**src/rtl/rf_wb_pkg.sv**
```systemverilog
`default_nettype none
// ----------------------------------------------------------------------------
// rf_wb_pkg : shared widths, grant encodings and write-back request type
// Rev 1.0
// ----------------------------------------------------------------------------
package rf_wb_pkg;

  localparam int XLEN   = 32;
  localparam int REG_AW = 5;
  localparam int NREG   = 2 ** REG_AW;

  localparam logic REQ_ALU = 1'b0;
  localparam logic REQ_LSU = 1'b1;

  typedef struct packed {
    logic [REG_AW-1:0] rd;
    logic [XLEN-1:0]   wd;
  } wb_req_t;

endpackage
`default_nettype wire

```
**src/rtl/rf_wb_fifo.sv**
```systemverilog
`default_nettype none
// ----------------------------------------------------------------------------
// rf_wb_fifo : count-based request FIFO, head visible combinationally
// Rev 1.0
// ----------------------------------------------------------------------------
module rf_wb_fifo
  import rf_wb_pkg::*;
#(
  parameter int  FIFO_DEPTH = 2,
  parameter type T          = wb_req_t
) (
  input  logic clk_i,
  input  logic reset_i,
  input  logic push_i,
  input  T     push_data_i,
  input  logic pop_i,
  output T     head_o,
  output logic full_o,
  output logic empty_o
);

  localparam int            PW      = $clog2(FIFO_DEPTH);
  localparam int            CW      = $clog2(FIFO_DEPTH + 1);
  localparam logic [CW-1:0] DEPTH_C = CW'(FIFO_DEPTH);

  T              mem_q [FIFO_DEPTH];
  T              mem_d [FIFO_DEPTH];
  logic [PW-1:0] wr_ptr_q, wr_ptr_d;
  logic [PW-1:0] rd_ptr_q, rd_ptr_d;
  logic [CW-1:0] count_q, count_d;
  logic          do_push, do_pop;

  assign full_o  = (count_q == DEPTH_C);
  assign empty_o = (count_q == '0);
  assign do_push = push_i && !full_o;
  assign do_pop  = pop_i && !empty_o;
  assign head_o  = mem_q[rd_ptr_q];

  // Pointers wrap naturally because the depth is a power of two.
  always_comb begin
    mem_d    = mem_q;
    wr_ptr_d = wr_ptr_q;
    rd_ptr_d = rd_ptr_q;
    count_d  = count_q;
    if (do_push) begin
      mem_d[wr_ptr_q] = push_data_i;
      wr_ptr_d        = wr_ptr_q + PW'(1);
    end
    if (do_pop) begin
      rd_ptr_d = rd_ptr_q + PW'(1);
    end
    case ({do_push, do_pop})
      2'b10:   count_d = count_q + CW'(1);
      2'b01:   count_d = count_q - CW'(1);
      default: count_d = count_q;
    endcase
  end

  always_ff @(posedge clk_i or posedge reset_i) begin
    if (reset_i) begin
      for (int i = 0; i < FIFO_DEPTH; i++) begin
        mem_q[i] <= '0;
      end
      wr_ptr_q <= '0;
      rd_ptr_q <= '0;
      count_q  <= '0;
    end else begin
      mem_q    <= mem_d;
      wr_ptr_q <= wr_ptr_d;
      rd_ptr_q <= rd_ptr_d;
      count_q  <= count_d;
    end
  end

endmodule
`default_nettype wire

```
**src/rtl/rf_wb_arbiter.sv**
```systemverilog
`default_nettype none
// ----------------------------------------------------------------------------
// rf_wb_arbiter : ALU/LSU write-back buffering, round-robin RF write port,
//                 per-register pending scoreboard
// Rev 1.0
// ----------------------------------------------------------------------------
module rf_wb_arbiter
  import rf_wb_pkg::*;
#(
  parameter int XLEN       = rf_wb_pkg::XLEN,
  parameter int REG_AW     = rf_wb_pkg::REG_AW,
  parameter int FIFO_DEPTH = 2
) (
  input  logic                 clk_i,
  input  logic                 reset_i,
  input  logic                 alu_valid_i,
  output logic                 alu_ready_o,
  input  logic [REG_AW-1:0]    alu_rd_i,
  input  logic [XLEN-1:0]      alu_wd_i,
  input  logic                 lsu_valid_i,
  output logic                 lsu_ready_o,
  input  logic [REG_AW-1:0]    lsu_rd_i,
  input  logic [XLEN-1:0]      lsu_wd_i,
  input  logic                 pend_set_i,
  input  logic [REG_AW-1:0]    pend_rd_i,
  output logic                 rf_we_o,
  output logic [REG_AW-1:0]    rf_waddr_o,
  output logic [XLEN-1:0]      rf_wdata_o,
  output logic [2**REG_AW-1:0] busy_o,
  output logic                 err_o
);

  localparam int NR = 2 ** REG_AW;

  typedef struct packed {
    logic [REG_AW-1:0] rd;
    logic [XLEN-1:0]   wd;
  } req_t;

  req_t              alu_push, lsu_push, alu_head, lsu_head, head;
  logic              alu_full, alu_empty, lsu_full, lsu_empty;
  logic              alu_pop, lsu_pop;
  logic              gnt_valid, gnt_sel, retire_hit;
  logic              prio_q, prio_d;
  logic              rf_we_q, rf_we_d;
  logic [REG_AW-1:0] rf_waddr_q, rf_waddr_d;
  logic [XLEN-1:0]   rf_wdata_q, rf_wdata_d;
  logic [NR-1:0]     busy_q, busy_d;
  logic              err_q, err_d;

  assign alu_push    = '{rd: alu_rd_i, wd: alu_wd_i};
  assign lsu_push    = '{rd: lsu_rd_i, wd: lsu_wd_i};
  assign alu_ready_o = !alu_full;
  assign lsu_ready_o = !lsu_full;

  rf_wb_fifo #(.FIFO_DEPTH(FIFO_DEPTH), .T(req_t)) u_alu_fifo (
    .clk_i       (clk_i),
    .reset_i     (reset_i),
    .push_i      (alu_valid_i),
    .push_data_i (alu_push),
    .pop_i       (alu_pop),
    .head_o      (alu_head),
    .full_o      (alu_full),
    .empty_o     (alu_empty)
  );

  rf_wb_fifo #(.FIFO_DEPTH(FIFO_DEPTH), .T(req_t)) u_lsu_fifo (
    .clk_i       (clk_i),
    .reset_i     (reset_i),
    .push_i      (lsu_valid_i),
    .push_data_i (lsu_push),
    .pop_i       (lsu_pop),
    .head_o      (lsu_head),
    .full_o      (lsu_full),
    .empty_o     (lsu_empty)
  );

  // prio_q names the requester that wins the next tie.
  always_comb begin
    gnt_valid  = !alu_empty || !lsu_empty;
    gnt_sel    = (alu_empty || (!lsu_empty && prio_q == REQ_LSU)) ? REQ_LSU : REQ_ALU;
    alu_pop    = gnt_valid && (gnt_sel == REQ_ALU);
    lsu_pop    = gnt_valid && (gnt_sel == REQ_LSU);
    head       = (gnt_sel == REQ_LSU) ? lsu_head : alu_head;
    prio_d     = gnt_valid ? ~gnt_sel : prio_q;
    rf_we_d    = gnt_valid && (head.rd != '0);
    rf_waddr_d = gnt_valid ? head.rd : rf_waddr_q;
    rf_wdata_d = gnt_valid ? head.wd : rf_wdata_q;
  end

  // Set is applied after clear so a same-edge set on a retiring register wins.
  always_comb begin
    busy_d     = busy_q;
    retire_hit = rf_we_q && (rf_waddr_q == pend_rd_i);
    if (rf_we_q) begin
      busy_d[rf_waddr_q] = 1'b0;
    end
    if (pend_set_i) begin
      busy_d[pend_rd_i] = 1'b1;
    end
    busy_d[0] = 1'b0;
    err_d     = err_q ||
                (pend_set_i && (pend_rd_i != '0) && busy_q[pend_rd_i] && !retire_hit);
  end

  always_ff @(posedge clk_i or posedge reset_i) begin
    if (reset_i) begin
      prio_q     <= REQ_ALU;
      rf_we_q    <= 1'b0;
      rf_waddr_q <= '0;
      rf_wdata_q <= '0;
      busy_q     <= '0;
      err_q      <= 1'b0;
    end else begin
      prio_q     <= prio_d;
      rf_we_q    <= rf_we_d;
      rf_waddr_q <= rf_waddr_d;
      rf_wdata_q <= rf_wdata_d;
      busy_q     <= busy_d;
      err_q      <= err_d;
    end
  end

  assign rf_we_o    = rf_we_q;
  assign rf_waddr_o = rf_waddr_q;
  assign rf_wdata_o = rf_wdata_q;
  assign busy_o     = busy_q;
  assign err_o      = err_q;

endmodule
`default_nettype wire
```
**config.mk**
```make
export PLATFORM = sky130hd
export DESIGN_NAME = rf_wb_arbiter
export DESIGN_NICKNAME = d
export VERILOG_FILES = /design/src/rtl/rf_wb_pkg.sv /design/src/rtl/rf_wb_fifo.sv /design/src/rtl/rf_wb_arbiter.sv
export SDC_FILE = /design/constraint.sdc
export NUM_CORES = 1
export LEC_CHECK = 0
export BUFFER_PORTS_ARGS = -buffer_cell sky130_fd_sc_hd__buf_4
export CORE_MARGIN = 2
export CORE_UTILIZATION = 53
export CTS_CLUSTER_SIZE = 16
export DETAILED_ROUTE_END_ITERATION = 7
export PLACE_DENSITY = 0.75
export SKIP_LAST_GASP = 1
export SLEW_MARGIN = 20
export SYNTH_ARGS = -nofsm -noshare
export SYNTH_HDL_FRONTEND = slang
export SYNTH_SLANG_ARGS = --single-unit
```
**constraint.sdc**
```tcl
create_clock -name clk_i -period 9.9 [get_ports clk_i]
set_clock_uncertainty 0.1 [all_clocks]
set_input_delay 1.98 -clock clk_i [delete_from_list [all_inputs] [get_ports clk_i]]
set_output_delay 1.98 -clock clk_i [all_outputs]
set_load 0.01 [all_outputs]
```
# Yosys cells after proc, flatten, opt, wreduce, memory -nomap -nowiden
# Index checks and enable logic that the tools add are counted.
totals:
  out_inout_bits: 73
  wordCells: 107
  reg_bits: 227
  input_bits: 84
classes:
  reduce_logical: 30
  n_mux: 24
  add_sub_neg: 8
  bitwise_logic: 8
  n_eq_ne: 7
  magnitude_cmp: 10
ops:
  columns: ["cell", "count"]
  rows:
  - ["$mux 37", 9]
  - ["$bwmux 74", 2]
  - ["$demux 37 s1", 2]
  - ["$mux 32", 2]
  - ["$and 32x32->32", 1]
  - ["$not 32->32", 1]
  - ["$or 32x32->32", 1]
  - ["$logic_and 1x1->1", 16]
  - ["$lt 5x6->1 const B", 2]
  - ["$demux 1 s5", 2]
  - ["$ge 5x1->1 const B", 2]
  - ["$reduce_bool 5->1", 2]
  - ["$eq 2x2->1 const B", 4]
  - ["$ge 2x2->1 const B", 4]
  - ["$not 1->2", 4]
  - ["$pmux 2 s2", 2]
  - ["$bmux 1 s5", 1]
  - ["$eq 5x5->1", 1]
  - ["$logic_not 1->1", 5]
  - ["$add 1x1->1 const B", 4]
  - ["$add 2x1->2 const B", 2]
  - ["$eq 2x1->1 const B", 2]
  - ["$logic_not 2->1", 2]
  - ["$lt 2x1->1 const B", 2]
  - ["5 further kinds", 12]

# Depth between registers and ports, before layout
# Gate-level depths: netlist of run 1.
logic_depth:
  ltp_word: 10
  ltp_mapped: 10
  mapped_depth_nobuf: 8

# Modules after synthesis
# From an unflattened synthesis of run 1, not the netlist that was laid out.
unflattened:
  cells_unflattened: 776
  area_unflattened_um2: 10692.8
by_module_without_submodules:
  columns: ["mod", "n_inst", "area_per_inst_um2", "seq_area_each_um2", "cells_each"]
  rows:
  - ["rf_wb_fifo", 2, 3676.0, 1951.9, 216]
  - ["rf_wb_arbiter", 1, 3340.7, 1776.7, 344]

# Least setup slack after synthesis of run 1
# No wires, ideal clock.
synth_timing:
  path_kind: "input-to-reg"
  startpoint: "in pend_rd_i[0]"
  endpoint: "reg err_q, in the netlist err_o"
  t_arrival_ns: 3.088
  cell_stages: 5
  slack_ns: 6.569
  setup_ns: 0.144
  path_buffers: 1
  t_required_ns: 9.656
  cell_sequence: "buf_4 > mux4_2 > nor2b_1 > a2111oi_2 > a41oi_1"
synth_via:
  elab_chain_cells: 5
  word_cells_on_any_way: 10
  cone_classes: "1 x eq/ne; 2 x mux; 7 x reduce/logical"
synth_rtl:
  columns: ["element", "line_no", "source"]
  rows:
  - ["from (decl)", "rf_wb_arbiter.sv:25", "input logic [REG_AW-1:0] pend_rd_i,"]
  - ["$bmux 1 s5 (tied with other cells)", "rf_wb_arbiter.sv:103", "(pend_set_i && (pend_rd_i != '0) && busy_q[pend_rd_i] && !retire_hit);"]
  - ["$mux 1 (implied by the code) (tied with other cells)", "rf_wb_arbiter.sv:103", null]
  - ["$logic_and 1x1->1 / $logic_not 1->1 (equally long branches)", "rf_wb_arbiter.sv:103", null]
  - ["$logic_and 1x1->1 (*)", "rf_wb_arbiter.sv:103", null]
  - ["$logic_or 1x1->1 (*)", "rf_wb_arbiter.sv:102", "err_d = err_q ||"]
  - ["via err_d", "rf_wb_arbiter.sv:49", "logic err_q, err_d;"]
  - ["to (signal assigned)", "rf_wb_arbiter.sv:120", "err_q <= err_d;"]
  - ["to (decl)", "rf_wb_arbiter.sv:49", null]
# The timed path passes the listed nets; every way through them passes the cells marked *. The select of a mux whose other input is x is not followed.
# A chain may end at the register's enable or synchronous reset.

# Worst setup path in the final report of run 1
layout_timing:
  startpoint: "reg u_alu_fifo.count_q[0]"
  endpoint: "out alu_ready_o"
layout_via:
  elab_chain_cells: 2
layout_rtl:
  columns: ["element", "line_no", "source"]
  rows:
  - ["from (decl)", "rf_wb_fifo.sv:30", "logic [CW-1:0] count_q, count_d;"]
  - ["from (signal assigned)", "rf_wb_fifo.sv:71", "count_q <= count_d;"]
  - ["$eq 2x2->1", "rf_wb_fifo.sv:33", "assign full_o = (count_q == DEPTH_C);"]
  - ["$logic_not 1->1", "rf_wb_arbiter.sv:53", "assign alu_ready_o = !alu_full;"]
  - ["to (decl)", "rf_wb_arbiter.sv:17", "output logic alu_ready_o,"]
# No other way between the ends.

==> metrics.json, run 1 <==
{
  "maximum_vdd_drop": {"value": 0.226, "unit": "mV"},
  "core_area": {"value": 0.0186, "unit": "sq mm"},
  "synth-xor-area-share": {"value": 0.0132},
  "yosys.cell_types.count": {"value": 47},
  "worstRegToRegCells": {"value": 8},
  "hold_viol": {"value": 0},
  "number_of_rows_in_the_core_area": {"value": 50},
  "async_reset_ff_frac": {"value": 1.00},
  "dp_hpwl": {"value": 15.2, "unit": "mm"},
  "complex_gate_fraction_of_the_synthesized_area": {"value": 0.0755},
  "post_synth_edffs": {"value": 0},
  "maxCapViolCount": {"value": 0},
  "route.detailed.vias_per_inst": {"value": 5.89},
  "io_buf_count": {"value": 155},
  "slowest_stage": {"value": "sky130_fd_sc_hd__dfrtp_1"},
  "cts.root.buffer_cell": {"value": "sky130_fd_sc_hd__clkbuf_16"},
  "synth-adder-area-share": {"value": 0.00251},
  "power.leakage": {"value": 5.36, "unit": "nW"},
  "cts_buffers": {"value": 24},
  "drt_pass1_iterations": {"value": 4},
  "first_pass_grt_wire_length": {"value": 38.0, "unit": "mm"},
  "cts.hold.buffers_added": {"value": 0},
  "vias_in_the_first_global_route": {"value": 7161},
  "post_synth_and_or_nand_nor_area_fraction": {"value": 0.0523},
  "cts.sink_count": {"value": 227},
  "powerDensity": {"value": 367, "unit": "mW/mm^2"},
  "rsz0062_at_grt": {"value": "no"},
  "max_freq": {"value": 0.282, "unit": "GHz"},
  "min_path_cells": {"value": 2},
  "critical_path.max_stage_delay": {"value": 510, "unit": "ps"},
  "ant_nets": {"value": 0},
  "globalRouteTotalUtil": {"value": 0.241},
  "synth_area_per_cell": {"value": 13.5, "unit": "sq um"},
  "pwr-share-seq": {"value": 0.406},
  "layout_worst_path_cycle_share": {"value": 0.359},
  "multi_input_comb_area": {"value": 0.00402, "unit": "sq mm"},
  "main_combinational_cell_family_by_area_after_synthesis": {"value": "multiplexers"},
  "nets": {"value": 968},
  "final_period_minus_worst_setup_slack": {"value": 3550, "unit": "ps"},
  "layout_common_cells": {"value": "sky130_fd_sc_hd__dfrtp_1 (225), sky130_fd_sc_hd__buf_4 (160), sky130_fd_sc_hd__mux2_2 (145), sky130_fd_sc_hd__mux2i_1 (79), sky130_fd_sc_hd__o21ai_0 (72)"},
  "critical_path_class": {"value": "reg2out"},
  "die-width": {"value": 141, "unit": "microns"},
  "die_outline_area": {"value": 0.0199, "unit": "sq mm"},
  "worstPathRequired": {"value": 7820, "unit": "ps"},
  "die_h": {"value": 141, "unit": "microns"},
  "power_share_of_the_combinational_group": {"value": 0.381},
  "path_clk_slew": {"value": 60, "unit": "ps"},
  "wl_per_cell": {"value": 21.0, "unit": "microns"},
  "synth_fp_nets": {"value": 825},
  "drt_iter0_markers": {"value": 366},
  "gp_congestion": {"value": 0.855},
  "detailed_route_via_count": {"value": 6682},
  "arrival": {"value": 1470, "unit": "ps"},
  "ff_latch_area": {"value": 0.00569, "unit": "sq mm"},
  "critical_path.endpoint_type": {"value": "output port"},
  "timing.final.setup_violations": {"value": 0},
  "ys_seq_area_frac": {"value": 0.570},
  "max-slew-margin-rel": {"value": 0.307},
  "cts.path.max_buffers": {"value": 3},
  "route.detailed.drc": {"value": 0},
  "start_util": {"value": 0.537},
  "clockPowerShare": {"value": 0.213},
  "insertion_delay": {"value": 510, "unit": "ps"},
  "worst_slew_pin_slew": {"value": 1040, "unit": "ps"},
  "fraction_of_final_layout_cells_with_drive_strength_greater_than_1": {"value": 0.410},
  "synthesis.instances": {"value": 739},
  "boundaryPins": {"value": 157},
  "layout-area-overhead-vs-synth": {"value": 21.4, "unit": "%"},
  "final.fill_count": {"value": 1399},
  "total_global_routing_overflow": {"value": 0},
  "synth-main-ff-cell": {"value": "sky130_fd_sc_hd__dfrtp_1"},
  "design_power_total": {"value": 4.45, "unit": "mW"},
  "final_common_cell": {"value": "sky130_fd_sc_hd__dfrtp_1"},
  "final-max-slew-violation-count": {"value": 0},
  "grt_antenna_before_repair": {"value": 0},
  "switching_portion_of_total_power": {"value": 0.345},
  "ys.warnings.count": {"value": 0},
  "path_cells": {"value": "nand2b_2 -> buf_4"},
  "internal-power": {"value": 2.92, "unit": "mW"},
  "route.final.wire_length": {"value": 23.8, "unit": "mm"},
  "p_switching": {"value": 1.53, "unit": "mW"},
  "n_diodes": {"value": 0},
  "htree_levels": {"value": 1},
  "syn-cell-area": {"value": 0.00997, "unit": "sq mm"},
  "clock_tree_from_tritoncts": {"value": "yes"},
  "synth.ff_latch_count": {"value": 227},
  "synth.mux.area_fraction": {"value": 0.259},
  "post_cts_resized": {"value": 0},
  "totalNegativeSetupSlack": {"value": 0, "unit": "ps"},
  "hold_class": {"value": "reg2reg"},
  "grt_start_max_net_pins": {"value": 157},
  "run_status": {"value": "complete, no violations"},
  "maximum_fanout_encountered_on_the_critical_timing_path": {"value": 6},
  "cts_setup_buffers": {"value": 0},
  "startpoint_type": {"value": "register"}
}
==> critical path: cells and delay by family (launching register included) <==
kind	cells	cell delay, ps
and+or+nand+nor	1	280
DFF	1	510
buffers and inverters	1	170
==> synth_stat cells, types with 2 or more instances <==
library cell / n / area [sq um]
sky130_fd_sc_hd__a21oi_1: 2 / 10.0
sky130_fd_sc_hd__and3_1: 2 / 12.5
sky130_fd_sc_hd__buf_2: 17 / 85.1
sky130_fd_sc_hd__buf_4: 9 / 67.6
sky130_fd_sc_hd__buf_6: 6 / 67.6
sky130_fd_sc_hd__clkbuf_1: 12 / 45.0
sky130_fd_sc_hd__dfrtp_1: 227 / 5680
sky130_fd_sc_hd__ha_1: 2 / 25.0
sky130_fd_sc_hd__inv_1: 2 / 7.51
sky130_fd_sc_hd__mux2_1: 8 / 90.1
sky130_fd_sc_hd__mux2_2: 145 / 1630
sky130_fd_sc_hd__mux2i_1: 79 / 791
sky130_fd_sc_hd__mux4_2: 3 / 67.6
sky130_fd_sc_hd__nand2_1: 46 / 173
sky130_fd_sc_hd__nand2b_1: 2 / 12.5
sky130_fd_sc_hd__nand2b_2: 2 / 17.5
sky130_fd_sc_hd__nand3_1: 5 / 25.0
sky130_fd_sc_hd__nand3b_1: 10 / 75.1
sky130_fd_sc_hd__nor2_1: 11 / 41.3
sky130_fd_sc_hd__nor3_1: 2 / 10.0
sky130_fd_sc_hd__o21ai_0: 72 / 360
sky130_fd_sc_hd__o21ai_2: 2 / 17.5
sky130_fd_sc_hd__o221ai_1: 33 / 289
sky130_fd_sc_hd__or3_1: 2 / 12.5
sky130_fd_sc_hd__or3b_2: 3 / 26.3
sky130_fd_sc_hd__xnor2_1: 9 / 78.8
sky130_fd_sc_hd__xor2_1: 6 / 52.6
==> routing by layer <==
| metal | wire length [microns] | vias to the layer above | GRT usage | part of all wire |
|---|---|---|---|---|
| met4 | 408 | 0 | 0.0658 | 0.017 |
| met5 | 0 | - | 0 | 0 |
| li1 | - | 2979 | - | - |
| met2 | 12100 | 200 | 0.418 | 0.51 |
| met3 | 1520 | 34 | 0.0496 | 0.064 |
| met1 | 9790 | 3469 | 0.309 | 0.41 |
==> cell families (layout without fill, tap and decap cells) <==
logic type	Yosys count	after routing
AO/OA/AOI/OAI	117	117
XOR/XNOR	15	15
adder cells (fa/ha/maj)	2	2
buffers and inverters	47	208
flip-flops	227	227
multiplexers	235	235
other	1	1
AND/OR/NAND/NOR	95	95
==> through the flow <==
stage	hold WS, ps	std cells	util	setup slack [ps]	area [sq um]
after floorplan	357	739	-	1600	9970
after global placement	368	1089	0.604	5970	11200
after detailed placement	379	1089	0.604	5840	11200
after CTS	403	1133	0.650	6340	12100
after global routing	414	1134	0.652	6290	12100
final	399	1134	0.652	6350	12100
==> power by group through the flow <==
stage	Clock, mW	Sequential, mW	Combinational [mW]
after floorplan	0	1.71	1.19
after global placement	0	1.77	1.63
after detailed placement	0	1.81	1.69
after CTS	0.965	1.80	1.70
after global routing	1.01	1.86	1.84
final	0.949	1.81	1.69
==> cell type report <==
cell class | count | share of cell area
Timing Repair Buffer | 161 | 0.101
Sequential cell | 227 | 0.470
Clock inverter | 8 | 0.00971
Inverter | 3 | 0.00196
Multi-Input combinational cell | 465 | 0.332
Clock buffer | 36 | 0.0609
Tap cell | 234 | 0.0242
==> state kept, by name, summed over array words and instances, names as in the netlist, 2 cells and up <==
name	flops
u_lsu_fifo.count_q	2
u_lsu_fifo.mem_q	74
busy_o	31
rf_waddr_o	5
u_alu_fifo.mem_q	74
rf_wdata_o	32
u_alu_fifo.count_q	2
==> worst paths after layout <==
check                                                  start                           endpoint  slack (ps)
setup / recovery           u_alu_fifo.count_q[0]$_DFFE_PP0P_                        alu_ready_o        6350
hold / removal                     rf_wdata_o[5]$_DFFE_PP0N_          rf_wdata_o[5]$_DFFE_PP0N_         400
setup reg to reg           u_alu_fifo.count_q[0]$_DFFE_PP0P_  u_lsu_fifo.count_q[1]$_DFFE_PP0P_        7010
hold reg to reg                    rf_wdata_o[5]$_DFFE_PP0N_          rf_wdata_o[5]$_DFFE_PP0N_         400
max in group asynchronous                            reset_i    u_alu_fifo.rd_ptr_q$_DFFE_PP0P_        6610
min in group asynchronous                            reset_i               busy_o[30]$_DFF_PP0_        1490
No activity file was read; power rests on OpenSTA's default activity.
==> run 2, diff against run 1 <==
- clock period: 9.9 -> 3.3 ns (I/O delays scaled with it)
==> run 2 against run 1 <==
Net effect:
- non-clock buffer count increased by 5
- sequential share of layout area about the same
- critical path depth increased by 3
- register-to-register slack got worse by 5900 ps
- combinational power increased to 3.1 times the previous value
- via count about the same
- sequential power increased to 2.9 times the previous value
- setup slack got worse by 5300 ps
- critical endpoint is now u_alu_fifo.mem_q[68]$_DFFE_PP0P_
- highest routed layer unchanged
==> metrics.json, run 2 (synthesized netlist as in run 1, its figures left out) <==
{
  "htree_levels": {"value": 1},
  "timing.final.setup_violations": {"value": 0},
  "dp_hpwl": {"value": 15.4, "unit": "mm"},
  "total_global_routing_overflow": {"value": 0},
  "max-slew-margin-rel": {"value": 0.486},
  "layout_common_cells": {"value": "sky130_fd_sc_hd__dfrtp_1 (225), sky130_fd_sc_hd__buf_4 (161), sky130_fd_sc_hd__mux2_2 (145), sky130_fd_sc_hd__mux2i_1 (79), sky130_fd_sc_hd__o21ai_0 (72)"},
  "die_h": {"value": 141, "unit": "microns"},
  "die-width": {"value": 141, "unit": "microns"},
  "final-max-slew-violation-count": {"value": 0},
  "detailed_route_via_count": {"value": 6687},
  "cts.hold.buffers_added": {"value": 0},
  "holdWs": {"value": 114, "unit": "ps"},
  "final_period_minus_worst_setup_slack": {"value": 2240, "unit": "ps"},
  "maxCapViolCount": {"value": 0},
  "io_buf_count": {"value": 155},
  "nets": {"value": 973},
  "hold_viol": {"value": 0},
  "hold_class": {"value": "in2async"},
  "drt_iter0_markers": {"value": 382},
  "worst_slew_pin_slew": {"value": 772, "unit": "ps"},
  "globalRouteTotalUtil": {"value": 0.240},
  "rsz0062_at_grt": {"value": "no"},
  "number_of_rows_in_the_core_area": {"value": 50},
  "worstPathRequired": {"value": 3590, "unit": "ps"},
  "layout-area-overhead-vs-synth": {"value": 21.5, "unit": "%"},
  "grt_start_max_net_pins": {"value": 66},
  "final_common_cell": {"value": "sky130_fd_sc_hd__dfrtp_1"},
  "ant_nets": {"value": 0},
  "cts.root.buffer_cell": {"value": "sky130_fd_sc_hd__clkbuf_16"},
  "core_area": {"value": 0.0186, "unit": "sq mm"},
  "clock_tree_from_tritoncts": {"value": "yes"},
  "slowest_stage": {"value": "sky130_fd_sc_hd__dfrtp_1"},
  "maximum_fanout_encountered_on_the_critical_timing_path": {"value": 21},
  "die_outline_area": {"value": 0.0199, "unit": "sq mm"},
  "critical_path.endpoint_type": {"value": "register"},
  "fraction_of_final_layout_cells_with_drive_strength_greater_than_1": {"value": 0.411},
  "first_pass_grt_wire_length": {"value": 38.0, "unit": "mm"},
  "path_cells": {"value": "nand2b_2 -> nand2_2 -> nor2_4 -> buf_12 -> mux2_2"},
  "boundaryPins": {"value": 157},
  "vias_in_the_first_global_route": {"value": 7251},
  "totalNegativeSetupSlack": {"value": 0, "unit": "ps"},
  "start_util": {"value": 0.537},
  "wl_per_cell": {"value": 20.7, "unit": "microns"},
  "drt_pass1_iterations": {"value": 5},
  "cts_buffers": {"value": 24},
  "max_freq": {"value": 0.447, "unit": "GHz"},
  "route.final.wire_length": {"value": 23.5, "unit": "mm"},
  "path_clk_slew": {"value": 60, "unit": "ps"},
  "critical_path_class": {"value": "reg2reg"},
  "gp_congestion": {"value": 0.912},
  "cts.sink_count": {"value": 227},
  "route.detailed.drc": {"value": 0},
  "run_status": {"value": "complete, no violations"},
  "cts_setup_buffers": {"value": 0},
  "design_power_total": {"value": 13.2, "unit": "mW"},
  "cts.path.max_buffers": {"value": 3},
  "insertion_delay": {"value": 510, "unit": "ps"},
  "grt_antenna_before_repair": {"value": 1},
  "post_cts_resized": {"value": 0},
  "powerDensity": {"value": 1090, "unit": "mW/mm^2"},
  "maximum_vdd_drop": {"value": 0.559, "unit": "mV"},
  "arrival": {"value": 2530, "unit": "ps"},
  "critical_path.max_stage_delay": {"value": 530, "unit": "ps"},
  "route.detailed.vias_per_inst": {"value": 5.89},
  "layout_worst_path_cycle_share": {"value": 0.678},
  "startpoint_type": {"value": "register"},
  "power.leakage": {"value": 5.35, "unit": "nW"}
}
## run 2: critical path, delay by kind of cell (launching register included)
| kind | cells | cell delay (ps) |
|---|---|---|
| buf+inv | 1 | 260 |
| flops | 1 | 530 |
| mux | 1 | 360 |
| simple gates | 3 | 830 |
## run 2: final cells by class
class / instances / area (sq um)
multi-input combinational: 465 / 4030
antenna: 1 / 2.50
clock buffer: 34 / 699
sequential: 227 / 5680
clock inverter: 6 / 85.1
tap: 234 / 293
timing repair buffer: 166 / 1310
fill: 1364 / 6470
inverter: 3 / 15.0
## run 2: final timing paths
kind                       cells after the start  slack, ps                               end                              start
min in group clk_i                             2        280  u_lsu_fifo.mem_q[61]$_DFFE_PP0P_                       lsu_wd_i[24]
hold / removal                                 2        110   u_lsu_fifo.wr_ptr_q$_DFFE_PP0N_                            reset_i
setup reg to reg                               5       1060  u_alu_fifo.mem_q[68]$_DFFE_PP0P_  u_alu_fifo.count_q[0]$_DFFE_PP0P_
max in group asynchronous                      3       2240   u_alu_fifo.mem_q[3]$_DFFE_PP0P_                            reset_i
hold reg to reg                                2        390        rf_wdata_o[23]$_DFFE_PP0N_         rf_wdata_o[23]$_DFFE_PP0N_
setup / recovery                               5       1060  u_alu_fifo.mem_q[68]$_DFFE_PP0P_  u_alu_fifo.count_q[0]$_DFFE_PP0P_
## run 2: per-stage QoR
stage                util  cells  worst slack, ps  instance area (sq um)
detailed placement  0.610   1095             1060                  11300
finish              0.652   1136             1060                  12100
CTS                 0.652   1135             1040                  12100
global route        0.652   1135              966                  12100
floorplan               -    739             -426                   9980
global placement    0.610   1095             1090                  11300
## run 2: report_power, final
part	switching [mW]	internal, mW	total, mW	leakage [nW]
Combinational	2.50	2.73	5.23	2.30
Clock	1.06	1.62	2.68	0.379
Sequential	1.02	4.26	5.28	2.67
## run 2: per-layer routing
| metal | track usage | vias up | part of all wire |
|---|---|---|---|
| li1 | - | 3001 | - |
| met1 | 0.308 | 3425 | 0.41 |
| met2 | 0.405 | 219 | 0.50 |
| met3 | 0.0577 | 42 | 0.074 |
| met4 | 0.0758 | 0 | 0.024 |
| met5 | 0 | - | 0 |
